==> config.mk <==
export PLATFORM = sky130hd
export DESIGN_NAME = sram_arbiter
export DESIGN_NICKNAME = d
export VERILOG_FILES = /design/src/rtl/sram_pkg.sv /design/src/rtl/rr_arb2.sv /design/src/rtl/sram_arbiter.sv
export SDC_FILE = /design/constraint.sdc
export NUM_CORES = 1
export LEC_CHECK = 0
export ABC_AREA = 0
export CORE_ASPECT_RATIO = 0.9
export CORE_MARGIN = 2
export CORE_UTILIZATION = 35
export DETAILED_ROUTE_END_ITERATION = 12
export PLACE_DENSITY_LB_ADDON = 0.05
export SKIP_LAST_GASP = 1
export SYNTH_ARGS = -nofsm -noshare
export SYNTH_HDL_FRONTEND = slang
export SYNTH_SLANG_ARGS = --single-unit
export TNS_END_PERCENT = 100
==> constraint.sdc <==
create_clock -name CLK_IN -period 2.05 [get_ports CLK_IN]
set_input_delay 0.5125 -clock CLK_IN [delete_from_list [all_inputs] [get_ports CLK_IN]]
set_output_delay 0.5125 -clock CLK_IN [all_outputs]
set_load 0.01 [all_outputs]
==> src/rtl/sram_pkg.sv <==
// Shared types and constants for the two-port asynchronous SRAM arbiter.
package sram_pkg;

    typedef enum logic [1:0] {
        ST_IDLE    = 2'd0,
        ST_SETUP   = 2'd1,
        ST_STROBE  = 2'd2,
        ST_RELEASE = 2'd3
    } state_e;

    // Active-low SRAM strobe levels
    localparam logic STB_ACTIVE = 1'b0;
    localparam logic STB_IDLE   = 1'b1;

    // Strobe wait counter covers WAIT_CYCLES in 0..7
    localparam int unsigned WAIT_W  = 3;
    localparam int unsigned NUM_REQ = 2;

endpackage

==> src/rtl/rr_arb2.sv <==
// Two-requester round-robin arbiter: combinational grant, registered last-served pointer.
module rr_arb2
    import sram_pkg::*;
(
    input  logic               clk_i,
    input  logic               rst_n_i,
    input  logic [NUM_REQ-1:0] req_i,
    input  logic               take_i,
    output logic [NUM_REQ-1:0] gnt_c_o
);

    // 1 means requester 1 was served last; reset value gives requester 0 priority
    logic last_q;

    // Pick the sole requester, or on a tie the one not served last
    always_comb begin
        gnt_c_o = '0;
        case (req_i)
            2'b01:   gnt_c_o = 2'b01;
            2'b10:   gnt_c_o = 2'b10;
            2'b11:   gnt_c_o = last_q ? 2'b01 : 2'b10;
            default: gnt_c_o = 2'b00;
        endcase
    end

    // Remember who was served when a grant is actually taken
    always_ff @(posedge clk_i or negedge rst_n_i) begin
        if (!rst_n_i) begin
            last_q <= 1'b1;
        end else if (take_i && (|gnt_c_o)) begin
            last_q <= gnt_c_o[1];
        end
    end

endmodule

==> src/rtl/sram_arbiter.sv <==
// Two-port arbiter in front of an asynchronous SRAM; all SRAM pins and handshakes registered.
module sram_arbiter
    import sram_pkg::*;
#(
    parameter int unsigned ADDR_W      = 18,
    parameter int unsigned DATA_W      = 16,
    parameter int unsigned WAIT_CYCLES = 1
) (
    input  logic              CLK_IN,
    input  logic              RST_N_i,
    input  logic              REQ0_i,
    input  logic              WE0_i,
    input  logic [ADDR_W-1:0] ADDR0_i,
    input  logic [DATA_W-1:0] WDATA0_i,
    input  logic              REQ1_i,
    input  logic              WE1_i,
    input  logic [ADDR_W-1:0] ADDR1_i,
    input  logic [DATA_W-1:0] WDATA1_i,
    output logic              GNT0_o,
    output logic              GNT1_o,
    output logic              DONE0_o,
    output logic              DONE1_o,
    output logic [DATA_W-1:0] RDATA_o,
    output logic [ADDR_W-1:0] SRAM_ADDR_o,
    output logic [DATA_W-1:0] SRAM_DQ_o,
    output logic              SRAM_DQ_OE_o,
    input  logic [DATA_W-1:0] SRAM_DQ_i,
    output logic              SRAM_CS_N_o,
    output logic              SRAM_OE_N_o,
    output logic              SRAM_WE_N_o
);

    state_e              state_q;
    logic [WAIT_W-1:0]   cnt_q;
    logic                we_q;
    logic                served_q;
    logic [ADDR_W-1:0]   addr_q;
    logic [DATA_W-1:0]   dq_q;
    logic                dq_oe_q;
    logic [DATA_W-1:0]   rdata_q;
    logic                cs_n_q;
    logic                oe_n_q;
    logic                we_n_q;
    logic [NUM_REQ-1:0]  gnt_q;
    logic [NUM_REQ-1:0]  done_q;

    logic [NUM_REQ-1:0]  req_c;
    logic [NUM_REQ-1:0]  arb_gnt_c;
    logic                take_c;
    logic                sel_we_c;
    logic [ADDR_W-1:0]   sel_addr_c;
    logic [DATA_W-1:0]   sel_wdata_c;

    assign req_c  = {REQ1_i, REQ0_i};
    assign take_c = (state_q == ST_IDLE) && (|req_c);

    rr_arb2 u_rr_arb2 (
        .clk_i   (CLK_IN),
        .rst_n_i (RST_N_i),
        .req_i   (req_c),
        .take_i  (take_c),
        .gnt_c_o (arb_gnt_c)
    );

    // Route the winning requester's payload toward the latch
    always_comb begin
        sel_we_c    = WE0_i;
        sel_addr_c  = ADDR0_i;
        sel_wdata_c = WDATA0_i;
        if (arb_gnt_c[1]) begin
            sel_we_c    = WE1_i;
            sel_addr_c  = ADDR1_i;
            sel_wdata_c = WDATA1_i;
        end
    end

    // Access sequencer; strobes are set one edge ahead so every pin is a flop output
    always_ff @(posedge CLK_IN or negedge RST_N_i) begin
        if (!RST_N_i) begin
            state_q  <= ST_IDLE;
            cnt_q    <= '0;
            we_q     <= 1'b0;
            served_q <= 1'b0;
            addr_q   <= '0;
            dq_q     <= '0;
            dq_oe_q  <= 1'b0;
            rdata_q  <= '0;
            cs_n_q   <= STB_IDLE;
            oe_n_q   <= STB_IDLE;
            we_n_q   <= STB_IDLE;
            gnt_q    <= '0;
            done_q   <= '0;
        end else begin
            gnt_q  <= '0;
            done_q <= '0;
            case (state_q)
                ST_IDLE: begin
                    if (take_c) begin
                        state_q  <= ST_SETUP;
                        gnt_q    <= arb_gnt_c;
                        served_q <= arb_gnt_c[1];
                        we_q     <= sel_we_c;
                        addr_q   <= sel_addr_c;
                        dq_q     <= sel_wdata_c;
                        cs_n_q   <= STB_ACTIVE;
                        oe_n_q   <= sel_we_c ? STB_IDLE : STB_ACTIVE;
                        dq_oe_q  <= sel_we_c;
                    end
                end
                ST_SETUP: begin
                    state_q <= ST_STROBE;
                    cnt_q   <= WAIT_W'(WAIT_CYCLES);
                    if (we_q) begin
                        we_n_q <= STB_ACTIVE;
                    end
                end
                ST_STROBE: begin
                    if (cnt_q == '0) begin
                        state_q <= ST_RELEASE;
                        we_n_q  <= STB_IDLE;
                        oe_n_q  <= STB_IDLE;
                        if (!we_q) begin
                            rdata_q <= SRAM_DQ_i;
                        end
                    end else begin
                        cnt_q <= cnt_q - WAIT_W'(1);
                    end
                end
                ST_RELEASE: begin
                    state_q <= ST_IDLE;
                    cs_n_q  <= STB_IDLE;
                    dq_oe_q <= 1'b0;
                    done_q  <= served_q ? 2'b10 : 2'b01;
                end
                default: begin
                    state_q <= ST_IDLE;
                end
            endcase
        end
    end

    assign GNT0_o       = gnt_q[0];
    assign GNT1_o       = gnt_q[1];
    assign DONE0_o      = done_q[0];
    assign DONE1_o      = done_q[1];
    assign RDATA_o      = rdata_q;
    assign SRAM_ADDR_o  = addr_q;
    assign SRAM_DQ_o    = dq_q;
    assign SRAM_DQ_OE_o = dq_oe_q;
    assign SRAM_CS_N_o  = cs_n_q;
    assign SRAM_OE_N_o  = oe_n_q;
    assign SRAM_WE_N_o  = we_n_q;

endmodule

==> flow_summary.yaml <==
place:
  dpl_cell_area_um2: 4700
  numPlacedInstances: 555
  gp_congestion: 0.790
  placement.io_buffers: 147
  place_hpwl_mm: 5.97
logic_synthesis:
  synth_seq_cells: 66
  synth.area.top_cells: "dfrtp_1, o31ai_1, a21oi_1, mux2_4, nor2_1"
  yosysTopAreaCell: "dfrtp_1"
  synthesis.nets: 393
  syn_area_um2: 3060
  synth_top_area_share_pct: 50.6
  synthCells: 296
  ys_types: 34
  syn_avg_cell_area_um2: 10.4
  ys_seq_area_share_pct: 54.1
  yosys_warnings: 0
pwr:
  p_per_area_nw_per_um2: 1400
  p_seq_share_pct: 32.7
  p_sw_mw: 2.31
  finalPower_mw: 6.93
  p_int_mw: 4.62
  power.share.clock_pct: 19.8
  peakVddDrop_v: 0.000501
  leakage_nw: 2.14
  p_comb_share_pct: 47.5
  swShare_pct: 33.3
die:
  num_rows: 32
  die_y_um: 92.8
  die_w_um: 103
  ios: 148
  die_area_um2: 9520
  coreArea_um2: 8530
  start_util_pct: 35.9
layout:
  drive_gt1_share_pct: 12.6
  nNetsFinal: 544
  fin_area_um2: 4950
  fin_cells: 571
  syn2layout_area_growth_pct: 61.5
  diodes: 0
global_routing:
  grt-ovfl-total: 0
  first_global_vias: 2688
  grt_usage_pct: 17.9
  grt_max_degree: 64
  antenna_found_initial: 0
  grt_first_pass_wirelength_mm: 13.1
route:
  antenna_left: 0
  vias: 2723
  vias_per_cell: 4.77
  dr.first_iter.drc_count: 77
  wire_per_inst_um: 14.8
  drc: 0
  wirelength_mm: 8.44
  drtPass1Iterations: 4
setup_path:
  regToRegSetupSlack_ns: 0.26
  startpoint_type: "flop"
  cp_max_fo: 2
  crit_path_start: "SRAM_OE_N_o"
  slowest_delay_ns: 0.54
  worstReg2RegStart: "cnt_q[0]"
  cp-end-kind: "output port"
  crit_end: "SRAM_OE_N_o"
  arrival_ns: 1.41
  worstReg2RegEnd: "RDATA_o[5]"
  critical_path_class: "flop to output port"
  crit_cells: 1
  required_ns: 1.54
  critPathTopFamily: "flip-flops"
  reg2regPathDepth: 7
  critPathBufInv: 1
  path_cells: "clkdlybuf4s50_1"
  cp_slowest_cell: "dfstp_2"
clocking:
  clock_path_buffers: 2
  cts_resized: 0
  cts_tree: "yes"
  cts.sink_count: 66
  postCtsSetupRepairBufs: 0
  root_buffer: "clkbuf_8"
  h-tree-depth: 3
  ctsHoldBuffers: 0
  insertion_delay_ns: 0.34
  cts-buffers-inserted: 9
  clk_pin_slew_worst_paths_ns: 0.07
timing:
  final_max_slew_viol_count: 0
  holdWs_ns: 0.0709
  report.final.hold_viol_count: 0
  rsz0062_at_grt: "false"
  slew_headroom_pct: 76.4
  finClkSkew_ns: 0.0123
  fmax_ghz: 0.519
  finalCritPeriodShare_pct: 93.9
  period_needed_ns: 1.93
  setup_viol: 0
  max_slew.worst_pin.slew_ns: 0.353
flow_run:
  max-cap-violations: 0
hold_path:
  hold_path.class: "input port to asynchronous set/reset pin"
status:
  outcome: "finished clean"
cells in the final DEF, fill, tap and decap left out, types with 2 or more instances in the layout:
| cell | n |
|---|---|
| mux2_2 | 6 |
| mux2_4 | 10 |
| buf_4 | 14 |
| dfstp_2 | 4 |
| bufinv_16 | 3 |
| mux2i_1 | 2 |
| o31ai_1 | 35 |
| buf_12 | 2 |
| ha_1 | 7 |
| nand2b_1 | 2 |
| a21oi_1 | 39 |
| nand2_1 | 37 |
| inv_1 | 8 |
| o21ai_0 | 4 |
| clkbuf_8 | 10 |
| clkinvlp_4 | 2 |
| a31oi_1 | 2 |
| and3_1 | 2 |
| dfrtp_1 | 62 |
| clkdlybuf4s50_1 | 146 |
| nor2_1 | 40 |
cell families after synthesis:
logic type                 count (synthesis)  share of synthesized area (%)
AOI/OAI and AO/OA                         87                           18.2
adders and majority gates                  7                           2.86
buffers and inverters                     30                           5.35
DFF                                       66                           54.1
muxes                                     18                           7.76
and+or+nand+nor                           88                           11.8
worst min-delay path by stage:
stage,slack (ns),end,cells past startpoint,from
2_1_floorplan,0.22,RDATA_o[0],0,RST_N_i
3_3_place_gp,0.40,done_q[0],1,served_q
3_5_place_dp,0.41,done_q[0],1,served_q
4_1_cts,0.07,SRAM_DQ_o[2],1,RST_N_i
5_1_grt,0.07,cnt_q[0],1,RST_N_i
6_report,0.07,cnt_q[0],1,RST_N_i
per-stage QoR:
stage / setup TNS, ns / setup slack, ns / utilization (%)
3_5_place_dp: -0.0368 / -0.0368 / 55.1
2_1_floorplan: 0 / 0.342 / -
6_report: 0 / 0.124 / 58.0
3_3_place_gp: 0 / 0.0508 / 55.1
4_1_cts: 0 / 0.107 / 58.0
5_1_grt: 0 / 0.0808 / 58.0
synth_stat cells (all sizes together):
library cell and instances:
a21boi 1, a21oi 39, a22o 1, a31oi 2
a41oi 1, and2 1, and3 2, buf 16
clkbuf 6, dfrtp 62, dfstp 4, ha 7
inv 8, mux2 16, mux2i 2, nand2 38
nand2b 2, nand3 1, nor2 40, o211ai 1
o21ai 5, o22a 1, o2bb2ai 1, o31ai 35
or2 2, or2b 1, or3b 1
area by class of cell:
cell class | instances | area [um2]
multi-input combinational | 200 | 1250
clock buffer | 10 | 138
inverter | 8 | 30.0
fill | 749 | 3580
clock inverter | 6 | 114
tap | 119 | 149
sequential | 66 | 1660
timing repair buffer | 162 | 1610
registers in the layout, indices dropped and copies added, names as in the netlist, 2 cells and up:
name and flops:
RDATA_o 16, SRAM_ADDR_o 18, cnt_q 3, done_q 2, SRAM_DQ_o 16, state_q 2
gnt_q 2
per-layer routing:
layer  up-vias  wire [um]  GRT usage (%)  part of all wire [%]
met4         0        146           7.33                   1.7
met2       108       3800           27.6                    45
met5         -          0              0                     0
met3        11        794           6.26                   9.4
met1      1276       3700           22.8                    44
li1       1328          -              -                     -
power groups by stage:
stage | Sequential (mW) | Clock, mW | Combinational (mW)
3_5_place_dp | 2.29 | 0 | 3.32
3_3_place_gp | 2.27 | 0 | 3.29
2_1_floorplan | 2.52 | 0 | 1.44
5_1_grt | 2.34 | 1.45 | 3.62
6_report | 2.27 | 1.37 | 3.29
4_1_cts | 2.27 | 1.40 | 3.34
Note: power is estimated with default switching activity, not from simulation.
